## src/rtl/aes_inv_key_gen.sv

```systemverilog
// aes_inv_key_gen: on-the-fly inverse AES-128 key schedule.
// After init, the forward expansion runs internally to reach round key 10,
// which is kept in last_key_q. Each next request then derives the previous
// round key from the current one. The S-box is external and shared.
module aes_inv_key_gen (
    input  logic         clk,
    input  logic         reset_n,
    input  logic [127:0] key,
    input  logic         init,
    input  logic         next,
    output logic [127:0] round_key,
    output logic [3:0]   round,
    output logic         ready,
    output logic [31:0]  sboxw,
    input  logic [31:0]  new_sboxw
);

    localparam logic [1:0] IDLE  = 2'd0;
    localparam logic [1:0] FWD   = 2'd1;
    localparam logic [1:0] READY = 2'd2;

    logic [127:0] key_q, key_d;
    logic [127:0] last_key_q, last_key_d;
    logic [3:0]   round_q, round_d;
    logic [7:0]   rcon_q, rcon_d;
    logic [3:0]   ctr_q, ctr_d;
    logic [1:0]   state_q, state_d;
    logic         ready_q, ready_d;

    logic [31:0]  w0, w1, w2, w3;
    logic [31:0]  rcon_word;
    logic [31:0]  t_word;
    logic [127:0] fwd_key;
    logic [127:0] inv_key;
    logic [31:0]  p0, p1, p2, p3;
    logic [7:0]   rcon_fwd;
    logic [7:0]   rcon_inv;

    assign round_key = key_q;
    assign round     = round_q;
    assign ready     = ready_q;

    // Round datapaths: one forward step, one inverse step, and the S-box word.
    // In READY the S-box sees RotWord(w3^w2), which is w3 of the previous key.
    always_comb begin
        w0        = key_q[127:96];
        w1        = key_q[95:64];
        w2        = key_q[63:32];
        w3        = key_q[31:0];
        rcon_word = {rcon_q, 24'h0};

        t_word  = new_sboxw ^ rcon_word;
        fwd_key[127:96] = w0 ^ t_word;
        fwd_key[95:64]  = w0 ^ t_word ^ w1;
        fwd_key[63:32]  = w0 ^ t_word ^ w1 ^ w2;
        fwd_key[31:0]   = w0 ^ t_word ^ w1 ^ w2 ^ w3;

        p3 = w3 ^ w2;
        p2 = w2 ^ w1;
        p1 = w1 ^ w0;
        p0 = w0 ^ new_sboxw ^ rcon_word;
        inv_key = {p0, p1, p2, p3};

        // xtime and its inverse over GF(2^8) with the AES polynomial.
        rcon_fwd = {rcon_q[6:0], 1'b0} ^ (8'h1b & {8{rcon_q[7]}});
        rcon_inv = rcon_q[0] ? ({1'b1, rcon_q[7:1]} ^ 8'h0d) : {1'b0, rcon_q[7:1]};

        case (state_q)
            FWD:     sboxw = {w3[23:0], w3[31:24]};
            READY:   sboxw = {p3[23:0], p3[31:24]};
            default: sboxw = 32'h0;
        endcase
    end

    // Control: init restarts expansion from any state and beats next.
    always_comb begin
        key_d      = key_q;
        last_key_d = last_key_q;
        round_d    = round_q;
        rcon_d     = rcon_q;
        ctr_d      = ctr_q;
        state_d    = state_q;
        ready_d    = ready_q;

        if (init) begin
            key_d   = key;
            rcon_d  = 8'h01;
            ctr_d   = 4'd0;
            ready_d = 1'b0;
            state_d = FWD;
        end else begin
            case (state_q)
                FWD: begin
                    key_d  = fwd_key;
                    ctr_d  = ctr_q + 4'd1;
                    rcon_d = rcon_fwd;
                    if (ctr_q == 4'd9) begin
                        last_key_d = fwd_key;
                        round_d    = 4'd10;
                        rcon_d     = 8'h36;
                        ready_d    = 1'b1;
                        state_d    = READY;
                    end
                end
                READY: begin
                    if (next) begin
                        if (round_q != 4'd0) begin
                            key_d   = inv_key;
                            round_d = round_q - 4'd1;
                            rcon_d  = rcon_inv;
                        end else begin
                            // Rewind to round key 10 for the next block.
                            key_d   = last_key_q;
                            round_d = 4'd10;
                            rcon_d  = 8'h36;
                        end
                    end
                end
                IDLE:    ;
                default: state_d = IDLE;
            endcase
        end
    end

    // State registers with asynchronous active-low reset.
    always_ff @(posedge clk or negedge reset_n) begin
        if (!reset_n) begin
            key_q      <= 128'h0;
            last_key_q <= 128'h0;
            round_q    <= 4'd0;
            rcon_q     <= 8'h0;
            ctr_q      <= 4'd0;
            state_q    <= IDLE;
            ready_q    <= 1'b0;
        end else begin
            key_q      <= key_d;
            last_key_q <= last_key_d;
            round_q    <= round_d;
            rcon_q     <= rcon_d;
            ctr_q      <= ctr_d;
            state_q    <= state_d;
            ready_q    <= ready_d;
        end
    end

endmodule

```

## config.mk

```make
export PLATFORM = sky130hd
export DESIGN_NAME = aes_inv_key_gen
export DESIGN_NICKNAME = d
export VERILOG_FILES = /design/src/rtl/aes_inv_key_gen.sv
export SDC_FILE = /design/constraint.sdc
export NUM_CORES = 1
export LEC_CHECK = 0
export ABC_AREA = 1
export BUFFER_PORTS_ARGS = -buffer_cell sky130_fd_sc_hd__buf_2
export CORE_MARGIN = 4
export CORE_UTILIZATION = 35
export CTS_BUF_LIST = sky130_fd_sc_hd__clkbuf_4 sky130_fd_sc_hd__clkbuf_8
export DETAILED_ROUTE_END_ITERATION = 10
export HOLD_SLACK_MARGIN = 0.06
export MAX_ROUTING_LAYER = met4
export PLACE_DENSITY_LB_ADDON = 0.2
export SLEW_MARGIN = 40
export SYNTH_ARGS = -nofsm -noshare
export SYNTH_HDL_FRONTEND = slang
export SYNTH_SLANG_ARGS = --single-unit
```

## constraint.sdc

```tcl
create_clock -name clk -period 3.1 [get_ports clk]
set_input_delay 0.62 -clock clk [delete_from_list [all_inputs] [get_ports clk]]
set_output_delay 0.62 -clock clk [all_outputs]
set_load 0.005 [all_outputs]
```

After elaboration in Yosys (flattened, before gate mapping)
Index checks and enable logic that the tools add are counted.
W data, S select, Z words.

word-level totals
  input bits = 164
  bits in read-only memories = 0
  memories = 0
  bits in latches = 0
  bits in registers = 275
  output and inout bits = 165
  memory bits (writable) = 0
  word-level logic and storage cells = 65

cells by class
  reduce and logical (&&, ||, !) cells = 12
  add/sub/neg operators = 2
  order comparisons = 0
  div/mod/pow operators = 0
  multiplexer cells = 23
  bitwise gates (word level) = 13
  multipliers = 0
  shift operators = 0
  equal/unequal tests = 8

operator list
  kind                   number
  $mux W128              3
  $xor A32 B32 Y32       10
  $pmux W128 S2          1
  $pmux W32 S2           1
  $mux W8                5
  $mux W4                5
  $pmux W8 S2            1
  $pmux W4 S2            1
  $xor A8 B5 Y8          1
  $ne A3 B3 Y1 const B   2
  $reduce_and A2 Y1      3
  $reduce_bool A2 Y1     3
  $add A4 B1 Y4 const B  1
  $eq A4 B4 Y1 const B   1
  $mux W2                2
  $ne A2 B2 Y1 const B   2
  $pmux W2 S2            1
  $reduce_and A4 Y1      1
  $reduce_bool A4 Y1     1
  $sub A4 B1 Y4 const B  1
  $mux W1                3
  $not A3 Y3             1
  $reduce_and A3 Y1      1
  $reduce_bool A3 Y1     1
  other kinds (6)        6

Depth between registers and ports, before layout
  word-level depth = 7
  mapped depth = 12
  mapped depth without buffers = 11

Worst setup path before layout
OpenSTA, ideal clock, no wires.

  path kind = register to output
  from = register state_q[0]
  to = output port sboxw[14]
  path slack = 1.102 ns
  buffers on the path = 2
  required time = 2.480 ns
  arrival = 1.378 ns
  stages on the path, launching flop included = 7
  cells stage by stage = dfrtp_1 inv_1 ha_1 buf_2 buf_1 nand2_1 a21oi_1

on the way
  cells in the longest elaborated chain, start to end = 2
  elaborated cells between the ends (all ways) = 3
  classes of those cells = eq/ne: 2; mux: 1

RTL lines
  item                                                 line  text
  start: declaration                                   27    logic [1:0] state_q, state_d;
  start signal: assignment                             141   state_q <= state_d;
  $eq A2 B2 Y1 / $eq A2 B1 Y1 (equally long branches)  68    case (state_q)
  $pmux W32 S2 *                                       68
  end: declaration                                     14    output logic [31:0] sboxw,

Mark *: on every way between the ends. The rest lies on a longest branch, timed or not.

Worst setup path after layout
  from = register state_q[0]
  to = output port sboxw[8]

The elaborated chain is that of the path after synthesis.

==> impl_results.md <==
- DR WL/cell: 18.56 um
- Leading area contributor after synthesis: dfrtp_1
- R2R cell count: 11
- WHS: 0.2054 ns
- ANT nets after route: 0
- Maxcap violations: 0
- Register area: 6882 sq um
- Remaining global-route overflow: 0
- Synthesized instance count: 2,400
- Register share of total power: 32.3%
- Multi-input gate area: approximately 9000 sq um
- Place WS: 0.7159 ns
- Drt initial violations: ~1,300
- Max_slew headroom: 55.24%
- Final setup margin: 0.1849 ns
- Nets: between 2,000 and 3,000
- Synth Area in Adders: 0.5139%
- TritonCTS buffer count: 53
- FILL cells: 4,910
- Setup Total Neg Slack: 0 ns
- Largest stage delay, worst path: 0.39 ns
- Run status: complete, no violations
- Synth cell types: 36
- Chip height: between 200 and 250 um
- GPL Wtd Cong: 0.8957
- Simple-gate share of the synthesized area: a little under 30%
- Layout cell share with drive strength beyond 1: 18.13%
- Fin crit share: 94.04%
- Power consumption: between 15 and 20 mW
- Core area: 47,950 sq um
- Worst path required time: approximately 2.5 ns
- Top Ports: 329
- P_sw: 8.180 mW
- Min-Delay Endpoint: round_key[122]
- DRC: 0
- Comb pwr share: 46.2%
- Pin count of the biggest net entering global routing: 119
- Critical Path AT: 2.30 ns
- Area contributors post-synth: dfrtp_1 40%, nand2_1 20%, nand3_1 6.4%
- Worst IR drop on VDD: 366.5 uV
- Min-delay src: key[122]
- Slew of the pin with the lowest slew margin: 0.6714 ns
- H-tree depth: 2
- Final instance area: 20,460 sq um
- Root buffer cell: clkbuf_8
- Worst Hold Class: input port to flop
- Synthesized area per cell: 7.102 sq um
- CTS tree: built
- Sw Share: 44.96%
- RR Startpoint: round[1]
- HPWL after detailed placement: 40.82 mm
- Crit Path Max Fanout: 58
- WS Path Type: flop to primary output
- Synthesized flop and latch total: 275
- Number of iterations in the first detailed-routing pass: 8
- Int Pwr: 10.01 mW
- WHS Path Cells: 3
- Clock power frac: 21.6%
- Final wirelength: 61.94 mm
- Area growth syn-to-layout: 20.05%
- Reg2reg setup slack: roughly 0.67 ns
- CP startpoint kind: flop
- Netlist area before placement: between 15,000 and 20,000 sq um
- Starting Density: 35.55%
- Number of buffers and inverters on the critical path: 3
- Die area: about 52,000 sq um
- Yosys warnings: 0
- Fin. Hold Viols: 0
- Vias in the first global route: around 17,000
- Clk_lat worst skew: between 0.6 and 0.7 ns
- Share of the synthesized area in the top cell type: 40.38%
- Post-synthesis xor/xnor area fraction: 8.684%
- Die Width: between 200 and 250 um
- PwrDens: between 800 and 900 nW/um^2
- Post-detailed-route via-to-cell ratio: ~5.2
- Gr usage total: 23.85%
- IO Port Bufs: 328
- Syn nets: between 2,000 and 3,000
- RSZ-0062 raised after global routing: no
- First-pass GRT wire length: 97.66 mm
- Clock slew at reported path FFs: 0.06 ns
- Final Skew: roughly 0.024 ns
- Crit path max-delay family: buffers and inverters
- RR Endpoint: round_key[7]
- Leakage: 10.51 nW
- Clock Sinks: roughly 280
- Final setup fails: 0
- Max-slew violation count: 0
- Cell Area, Placed: 19,290 sq um
- Crit path capture type: primary output
- Post-layout min period: between 2 and 3 ns
- Rows: 80
- CP cell instances: inv_1 -> ha_2 -> buf_12 -> nand2_1 -> a21oi_1 -> buf_2
- Compound-Gate Fraction of Synth Area: a little over an eighth
- Highest clock rate: 0.3430 GHz
- Multiplexer share of the synthesized area: 0%
- Largest family of logic cells by synthesized area: simple AND/OR/NAND/NOR gates
- Seq/Total Area, Yosys: 40.38%
- Clock Path Buffers: 3
- Antenna violations before repair: 3
- Vias: 17,319
- CP max-delay cell: dfrtp_1
## flip-flops by register name, indices dropped and copies added (netlist names)
register / flops
ctr_q: 4
last_key_q: 128
rcon_q: 8
ready: 1
round: 4
round_key: 128
state_q: 2
## cells in the mapped netlist (all sizes together)
| master | instances |
|---|---|
| o2111ai | 2 |
| nand3b | 6 |
| xnor2 | 101 |
| clkbuf | 44 |
| nand3 | 219 |
| buf | 95 |
| a21oi | 84 |
| a32oi | 1 |
| ha | 7 |
| xor2 | 68 |
| o21bai | 2 |
| clkinv | 1 |
| nor2 | 95 |
| dfrtp | 275 |
| a211oi | 19 |
| o32ai | 2 |
| o22ai | 16 |
| a22o | 1 |
| o21ai | 182 |
| nand4 | 1 |
| a31oi | 19 |
| or2 | 17 |
| a22oi | 32 |
| inv | 187 |
| o221ai | 8 |
| o211ai | 25 |
| nand2 | 891 |
## worst min-delay path: cells and delay by family
family / cells / cell delay [ns]
AO/OA/AOI/OAI: 1 / 0.06
AND/OR/NAND/NOR: 1 / 0.05
buffers and inverters: 1 / 0.08
## power groups by stage
| stage | logic, mW | clock network [mW] | registers (mW) |
|---|---|---|---|
| global placement | 8.23 | 0 | 5.88 |
| detailed placement | 8.36 | 0 | 5.90 |
| CTS | 8.40 | 4.03 | 5.85 |
| floorplan | 5.73 | 0 | 5.51 |
| global route | 9.50 | 4.19 | 6.03 |
| finish | 8.40 | 3.92 | 5.87 |
## how the worst max path moves through the flow
stage	startpoint	to	slack [ns]	cells after the start
final	state_q[0]	sboxw[8]	0.18	6
after global routing	state_q[0]	sboxw[8]	0.04	6
after CTS	state_q[0]	sboxw[2]	0.05	8
after detailed placement	round[1]	round_key[7]	0.72	11
after global placement	state_q[0]	round_key[114]	0.72	9
after floorplan	state_q[0]	sboxw[14]	1.10	6
## layout by cell type, fill, tap and decap left out, drive strengths merged
master	Yosys	final
nand2	891	891
buf	95	364
dfrtp	275	275
nand3	219	219
inv	187	186
o21ai	182	182
xnor2	101	101
nor2	95	95
clkbuf	44	90
a21oi	84	84
xor2	68	68
a22oi	32	32
o211ai	25	25
a31oi	19	19
a211oi	19	19
or2	17	17
o22ai	16	16
o221ai	8	8
ha	7	7
nand3b	6	6
clkinv	1	4
diode	0	3
o32ai	2	2
o2111ai	2	2
o21bai	2	2
clkinvlp	0	2
a32oi	1	1
nand4	1	1
a22o	1	1
dlygate4sd3	0	1
## layer usage
metal  share of wire (%)  track usage, %  up-vias
met1                  45           32.03     8300
met3                 6.4           3.726      118
met4                 3.2           7.979        0
met2                  45           37.00      610
li1                    -               -     8291
met5                   0               -        -
## layout make-up
class,instances,share of cell area (%)
timing repair buffer,365,10.30
multi-input combinational,1798,43.18
clock inverter,4,0.1223
tap,615,3.761
sequential,275,33.63
clock buffer,90,5.473
inverter,188,3.492
antenna,3,0.03669
## stage by stage
step	instances	util [%]
final	3338	42.67
after global routing	3337	42.67
after floorplan	2400	-
after detailed placement	3240	40.23
after CTS	3335	42.64
after global placement	3240	40.22
## kinds of logic (layout without fill, tap and decap cells)
logic type / after synthesis / in the layout
fa+ha+maj: 7 / 7
buf+inv: 327 / 647
xor+xnor: 169 / 169
flops: 275 / 275
other cells: 0 / 3
simple gates: 1229 / 1229
compound gates: 393 / 393
## timing repair
action                                  CTS  global route
setup buffers                             0             0
hold endpoints to repair                 38             0
hold buffers                              1             0
endpoints found under the setup margin    0             7
resized for setup                         0             2
(Power assumes the default switching activity.)
